File: src/rtl/dcache_ctrl.sv
// Direct-mapped write-back data cache (8 lines x 4 bytes) between the CPU and a block-wide memory.
// Optional hit/miss statistics counters are compiled in when DCACHE_STATS_EN is defined.
module dcache_ctrl #(
  parameter int NBLOCKS = 8
) (
  input  logic        CLK,
  input  logic        RESET,
  input  logic        READ,
  input  logic        WRITE,
  input  logic [7:0]  ADDRESS,
  input  logic [7:0]  WRITEDATA,
  output logic [7:0]  READDATA,
  output logic        BUSYWAIT,
  output logic        MEM_READ,
  output logic        MEM_WRITE,
  output logic [5:0]  MEM_ADDRESS,
  output logic [31:0] MEM_WRITEDATA,
  input  logic [31:0] MEM_READDATA,
  input  logic        MEM_BUSYWAIT
`ifdef DCACHE_STATS_EN
  ,
  output logic [15:0] HIT_COUNT,
  output logic [15:0] MISS_COUNT
`endif
);

  typedef enum logic [1:0] {IDLE, WRITEBACK, FETCH} state_e;

  state_e             state_q, state_d;
  logic [NBLOCKS-1:0] valid_q, dirty_q;
  logic [2:0]         tag_q  [NBLOCKS];
  logic [31:0]        data_q [NBLOCKS];
  logic [7:0]         readdata_q;

  logic [2:0]  tag, idx;
  logic [1:0]  off;
  logic        req, rd_req, hit;
  logic [31:0] line;
  logic [7:0]  sel_byte;
  logic        rd_hit_en, wr_hit_en, fill_en, miss_ev;

  assign tag      = ADDRESS[7:5];
  assign idx      = ADDRESS[4:2];
  assign off      = ADDRESS[1:0];
  // Simultaneous READ and WRITE is treated as a plain load.
  assign rd_req   = READ;
  assign req      = READ | WRITE;
  assign hit      = valid_q[idx] && (tag_q[idx] == tag);
  assign line     = data_q[idx];
  assign sel_byte = line[{off, 3'b000} +: 8];

  always_comb begin
    state_d       = state_q;
    BUSYWAIT      = 1'b0;
    MEM_READ      = 1'b0;
    MEM_WRITE     = 1'b0;
    MEM_ADDRESS   = '0;
    MEM_WRITEDATA = '0;
    READDATA      = readdata_q;
    rd_hit_en     = 1'b0;
    wr_hit_en     = 1'b0;
    fill_en       = 1'b0;
    miss_ev       = 1'b0;
    case (state_q)
      IDLE: begin
        if (req) begin
          if (hit) begin
            if (rd_req) begin
              READDATA  = sel_byte;
              rd_hit_en = 1'b1;
            end else begin
              wr_hit_en = 1'b1;
            end
          end else begin
            BUSYWAIT = 1'b1;
            miss_ev  = 1'b1;
            state_d  = (valid_q[idx] && dirty_q[idx]) ? WRITEBACK : FETCH;
          end
        end
      end
      WRITEBACK: begin
        BUSYWAIT      = 1'b1;
        MEM_WRITE     = 1'b1;
        MEM_ADDRESS   = {tag_q[idx], idx};
        MEM_WRITEDATA = line;
        if (!MEM_BUSYWAIT) state_d = FETCH;
      end
      FETCH: begin
        BUSYWAIT    = 1'b1;
        MEM_READ    = 1'b1;
        MEM_ADDRESS = {tag, idx};
        if (!MEM_BUSYWAIT) begin
          fill_en = 1'b1;
          state_d = IDLE;
        end
      end
      default: state_d = IDLE;
    endcase
  end

  always_ff @(posedge CLK) begin
    if (RESET) begin
      state_q    <= IDLE;
      valid_q    <= '0;
      dirty_q    <= '0;
      readdata_q <= '0;
    end else begin
      state_q <= state_d;
      if (rd_hit_en) readdata_q <= sel_byte;
      if (wr_hit_en) dirty_q[idx] <= 1'b1;
      if (fill_en) begin
        valid_q[idx] <= 1'b1;
        dirty_q[idx] <= 1'b0;
      end
    end
  end

  // Line payload carries no reset; the valid bits alone decide whether it is used.
  always_ff @(posedge CLK) begin
    if (fill_en) begin
      data_q[idx] <= MEM_READDATA;
      tag_q[idx]  <= tag;
    end else if (wr_hit_en) begin
      data_q[idx][{off, 3'b000} +: 8] <= WRITEDATA;
    end
  end

`ifdef DCACHE_STATS_EN
  logic [15:0] hit_cnt_q, miss_cnt_q;

  always_ff @(posedge CLK) begin
    if (RESET) begin
      hit_cnt_q  <= '0;
      miss_cnt_q <= '0;
    end else begin
      if ((rd_hit_en || wr_hit_en) && hit_cnt_q != 16'hFFFF) hit_cnt_q <= hit_cnt_q + 16'd1;
      if (miss_ev && miss_cnt_q != 16'hFFFF) miss_cnt_q <= miss_cnt_q + 16'd1;
    end
  end

  assign HIT_COUNT  = hit_cnt_q;
  assign MISS_COUNT = miss_cnt_q;
`endif

endmodule

File: config.mk
export PLATFORM = sky130hd
export DESIGN_NAME = dcache_ctrl
export DESIGN_NICKNAME = d
export VERILOG_FILES = /design/src/rtl/dcache_ctrl.sv
export SDC_FILE = /design/constraint.sdc
export NUM_CORES = 1
export LEC_CHECK = 0
export BUFFER_PORTS_ARGS = -buffer_cell sky130_fd_sc_hd__buf_2
export CORE_MARGIN = 5
export CORE_UTILIZATION = 30
export CTS_BUF_LIST = sky130_fd_sc_hd__clkbuf_16
export DETAILED_ROUTE_END_ITERATION = 10
export GPL_ROUTABILITY_DRIVEN = 0
export PLACE_DENSITY = 0.54
export SYNTH_ARGS = -nofsm -noshare
export SYNTH_HDL_FRONTEND = slang
export SYNTH_SLANG_ARGS = --single-unit
export TNS_END_PERCENT = 100
File: constraint.sdc
create_clock -name CLK -period 5.53 [get_ports CLK]
set_input_delay 0.2765 -clock CLK [delete_from_list [all_inputs] [get_ports CLK]]
set_output_delay 0.2765 -clock CLK [all_outputs]
set_load 0.01 [all_outputs]
==> results by stage <==
Run status:
- The flow ran to the end, and the final reports show no timing, DRC or antenna violations.

Logic synthesis:
- After synthesis the cells add up to ~14000 µm².
- By count the netlist is led by 280 x sky130_fd_sc_hd__edfxtp_1, 92 x sky130_fd_sc_hd__nor2_1, 67 x sky130_fd_sc_hd__mux2i_1.
- The fraction of registers with async set or reset after synthesis is 0.
- The post-synth net total is 1009.
- Among all cell types in the netlist, the one instantiated most often is sky130_fd_sc_hd__edfxtp_1.
- After synthesis, the share of cell area in mux cells is 0.1161.
- The per-instance average area after synthesis is 14.29 µm².
- Of the total synthesized cell area, the portion taken by XOR and XNOR cells is 0.
- In the post-synthesis netlist, the biggest area contributors are sky130_fd_sc_hd__edfxtp_1 62%, sky130_fd_sc_hd__mux2i_1 5.0%, sky130_fd_sc_hd__mux4_2 4.0%.
- The sequential cell area fraction in the yosys report is 0.6596.
- By area, the combinational part of the netlist is dominated by multiplexers.
- Synthesis instantiated 73 different standard cells from the library.
- The synthesized-area fraction occupied by ao, oa, aoi and oai cells came to 0.09391.
- The Yosys warning count is 0.
- The synthesized instance count is 947.
- In this run, synthesis inferred 280 flip-flops with an integrated enable.
- For this run, the leading register cell type out of synthesis is sky130_fd_sc_hd__edfxtp_1.
- The most area-hungry cell type in the Yosys netlist is sky130_fd_sc_hd__edfxtp_1.
- Of the total synthesized cell area, the portion taken by full adders, half adders and majority gates is 0.008319.
- In this run, synthesis produced a sequential element count of 306.
- Of the post-synthesis cell area, the dominant cell type holds 0.6211.
- Of the total synthesized cell area, the portion taken by AND, OR, NAND and NOR gates is 0.08513.

Clocking:
- The number of hold buffers added after CTS was 0.
- The TritonCTS clock tree is done.
- The number of levels in the clock H-tree is 2.
- The clock net in this run drives a total of 306 sinks.
- The total CTS buffers is 36.
- The number of buffers on the longest clock path is 3.
- The clock insertion delay at the later pin of the skew report is 0.52 ns.
- The clock-pin slew of the registers on the worst-case setup and hold paths is 0.06 ns.
- After clock tree synthesis, the setup repair step added 0 buffers.
- Post-CTS repair changed the size of 0 cells.
- The clock tree root driver cell is sky130_fd_sc_hd__clkbuf_16.

Detailed routing:
- Wires add up to 42470 µm.
- In the final routed layout, each cell accounts on average for between 20 and 30 µm.
- The count of nets left with antenna violations after detail routing is 0.
- The first detailed-routing pass ran for 5 iterations.
- After detailed routing, the number of vias per cell comes to 5.224.
- The iteration-0 DRC count of the detailed router is 1098.
- The number of DRC violations after detailed routing is 0.
- The routed layout has 8776 vias.

Cells and area:
- The number of standard cells in the layout, taps in and fillers out is approximately 1.7k.
- Counting the fill cells in the layout gives 4267.
- The final layout contains 1124 nets.
- From synthesis to final layout, the design area changed by 16.75%.
- Of the cells placed in the final design, the portion with a size suffix greater than 1 is 0.2270.
- The number of antenna diodes in the final layout is 0.
- The finished cells cover 15800 µm².

Worst hold path:
- The number of instances on the worst hold path is 1.
- The launch instance of the worst min-delay path is ADDRESS[6].
- The worst hold path terminates at tag_q[7][1].
- The worst min-delay path category is input pin to register.

Timing:
- Static timing analysis puts the maximum clock frequency at between 200 and 250 MHz.
- The accumulated negative setup slack is 0 ns.
- Measured against its own limit, the worst slew margin works out to 0.2023.
- Setup violations remaining at the end of the flow were counted as 0.
- The final count of pins violating max slew was 0.
- For the pin with the worst max-slew slack, the measured transition is about 1.2 ns.
- Between clock sinks in the finished design, the worst skew comes to 0.01634 ns.
- The worst path in the final design needs a cycle of 4.208 ns, including I/O delays and setup.
- The count of final hold-check violations is 0.
- Setup repair after global routing left no endpoint under its margin.
- The ratio of final minimum period to clock period is 0.7609.

Floorplanning:
- The die is 222.4 µm wide.
- The total area inside the core boundary comes to 44410 µm².
- The number of placement rows is 77.
- The die boundary height is between 200 and 250 µm.
- The die footprint is 49470 µm².
- Pin placement for this block handled 102 I/O pins.
- For this configuration, the core starts out at a cell density of 0.3048.

Critical path:
- The worst register-to-register path ends at data_q[5][19].
- The data arrival time of the worst path is 3.93 ns.
- The startpoint identified for the worst register-to-register timing path is tag_q[7][0].
- STA classifies the critical path startpoint as an input pin.
- Measured in cells, the most critical reg-to-reg path has a length of 7.
- Along the worst path, the maximum fanout reaches 61.
- The reg-to-reg setup timing slack is 2.25 ns.
- STA puts the critical path data required time at between 5 and 6 ns.
- The critical path is of the input pin to output port type.
- The worst setup path is captured at an output port.

Pwr:
- Summed over all cells, the static leakage comes to 0.005523 µW.
- The proportion of power drawn by combinational gates is 0.086.
- Of the total power, registers draw 0.487.
- The analysis attributes to net switching a power of 1248 µW.
- Cell internal power was estimated by the tool at 4020 µW.
- The peak ir drop on the vdd network is 0.1842 mV.
- Of the total power, the share spent switching nets is 0.2369.
- Dividing total power by cell area gives a power density of 333.3 nW/µm².
- The part of the power in the clock network is 0.427.

Placed design:
- The total of buffers placed on input and output ports is 101.
- After legalization and detailed placement, the total HPWL measured 28950 µm.
- The number of placed instances, taps included, is 1616.
- After detailed placement, the total cell area comes to 14690 µm².

GRT:
- The first global-routing pass estimated between 60000 and 70000 µm of wire.
- The maximum number of pins on one net before global-route repair is 64.
- The number of global-route vias before repair is roughly 9k.
- In the global route stage, overall resource usage came out at 0.1667.
- The total congestion overflow is 0.
- The initial antenna violation count is 1.

Flow run:
- Max-cap violations in this run came to 0.
-- critical path: stages --
cell and delay [ns]:
sky130_fd_sc_hd__buf_4 0.69, sky130_fd_sc_hd__buf_4 0.54, sky130_fd_sc_hd__mux2_2 0.39, sky130_fd_sc_hd__a22oi_1 0.15, sky130_fd_sc_hd__nor2_1 0.08, sky130_fd_sc_hd__a2111oi_0 0.88, sky130_fd_sc_hd__a2bb2oi_1 0.55, sky130_fd_sc_hd__a21oi_1 0.14
sky130_fd_sc_hd__buf_2 0.17
-- flip-flops by register name, summed over array words and instances (netlist names) --
register	count
readdata_q	8
data_q	256
state_q	2
dirty_q	8
tag_q	24
valid_q	8
-- final cells by class --
type | count | area [µm²] | share of cell area
Clock buffer | 36 | 900.9 | 0.05700
Clock inverter | 28 | 210.2 | 0.01330
Inverter | 46 | 172.7 | 0.01093
Multi-Input combinational cell | 540 | 4110 | 0.2601
Sequential cell | 306 | 8929 | 0.5650
Tap cell | 592 | 740.7 | 0.04687
Timing Repair Buffer | 132 | 740.7 | 0.04687
-- stage by stage --
step / hold slack (ns) / util / total power, µW / setup WS [ns]
2_1_floorplan: 0.3754 / - / 2878 / 2.737
3_3_place_gp: 0.4432 / 0.3308 / 3060 / 1.490
3_5_place_dp: 0.4536 / 0.3308 / 3062 / 1.423
4_1_cts: 0.05829 / 0.3558 / 5289 / 1.610
5_1_grt: 0.06567 / 0.3558 / 5420 / 1.352
6_report: 0.07086 / 0.3558 / 5268 / 1.322
-- power groups by stage --
stage          Clock (µW)  Combinational, µW  Sequential, µW
5_1_grt              2370                482            2570
2_1_floorplan           0                266            2610
3_5_place_dp            0                447            2620
4_1_cts              2270                448            2570
3_3_place_gp            0                445            2610
6_report             2250                451            2570
-- kinds of logic after synthesis --
logic type      after synthesis
flops                       306
simple gates                240
compound gates              168
mux                         123
buf+inv                     101
fa+ha+maj                     9
-- worst max path at each step --
stage	from	endpoint	slack (ns)	cells past startpoint
6_report	ADDRESS[2]	READDATA[4]	1.32	9
5_1_grt	ADDRESS[2]	READDATA[4]	1.35	9
4_1_cts	ADDRESS[2]	READDATA[4]	1.61	9
3_5_place_dp	ADDRESS[2]	data_q[4][17]	1.42	8
3_3_place_gp	ADDRESS[2]	data_q[0][5]	1.49	8
2_1_floorplan	ADDRESS[2]	data_q[2][10]	2.74	9
-- per-layer routing --
metal / wire [µm] / GRT usage
met1: 18870 / 0.2388
met2: 19340 / 0.2609
met3: 3384 / 0.03709
met4: 871 / 0.03794
met5: 0 / 0
-- cell usage in the layout (no fill, tap or decap), drive strengths merged, types with 19 or more instances in the layout --
cell      n
a21oi    30
a221oi   20
buf     132
clkbuf   36
clkinv   21
dfxtp    26
edfxtp  280
inv      50
mux2     32
mux2i    67
mux4     24
nand2    65
nor2     92
nor3     23
o21ai    19
Note: power is estimated with default switching activity, not from simulation.
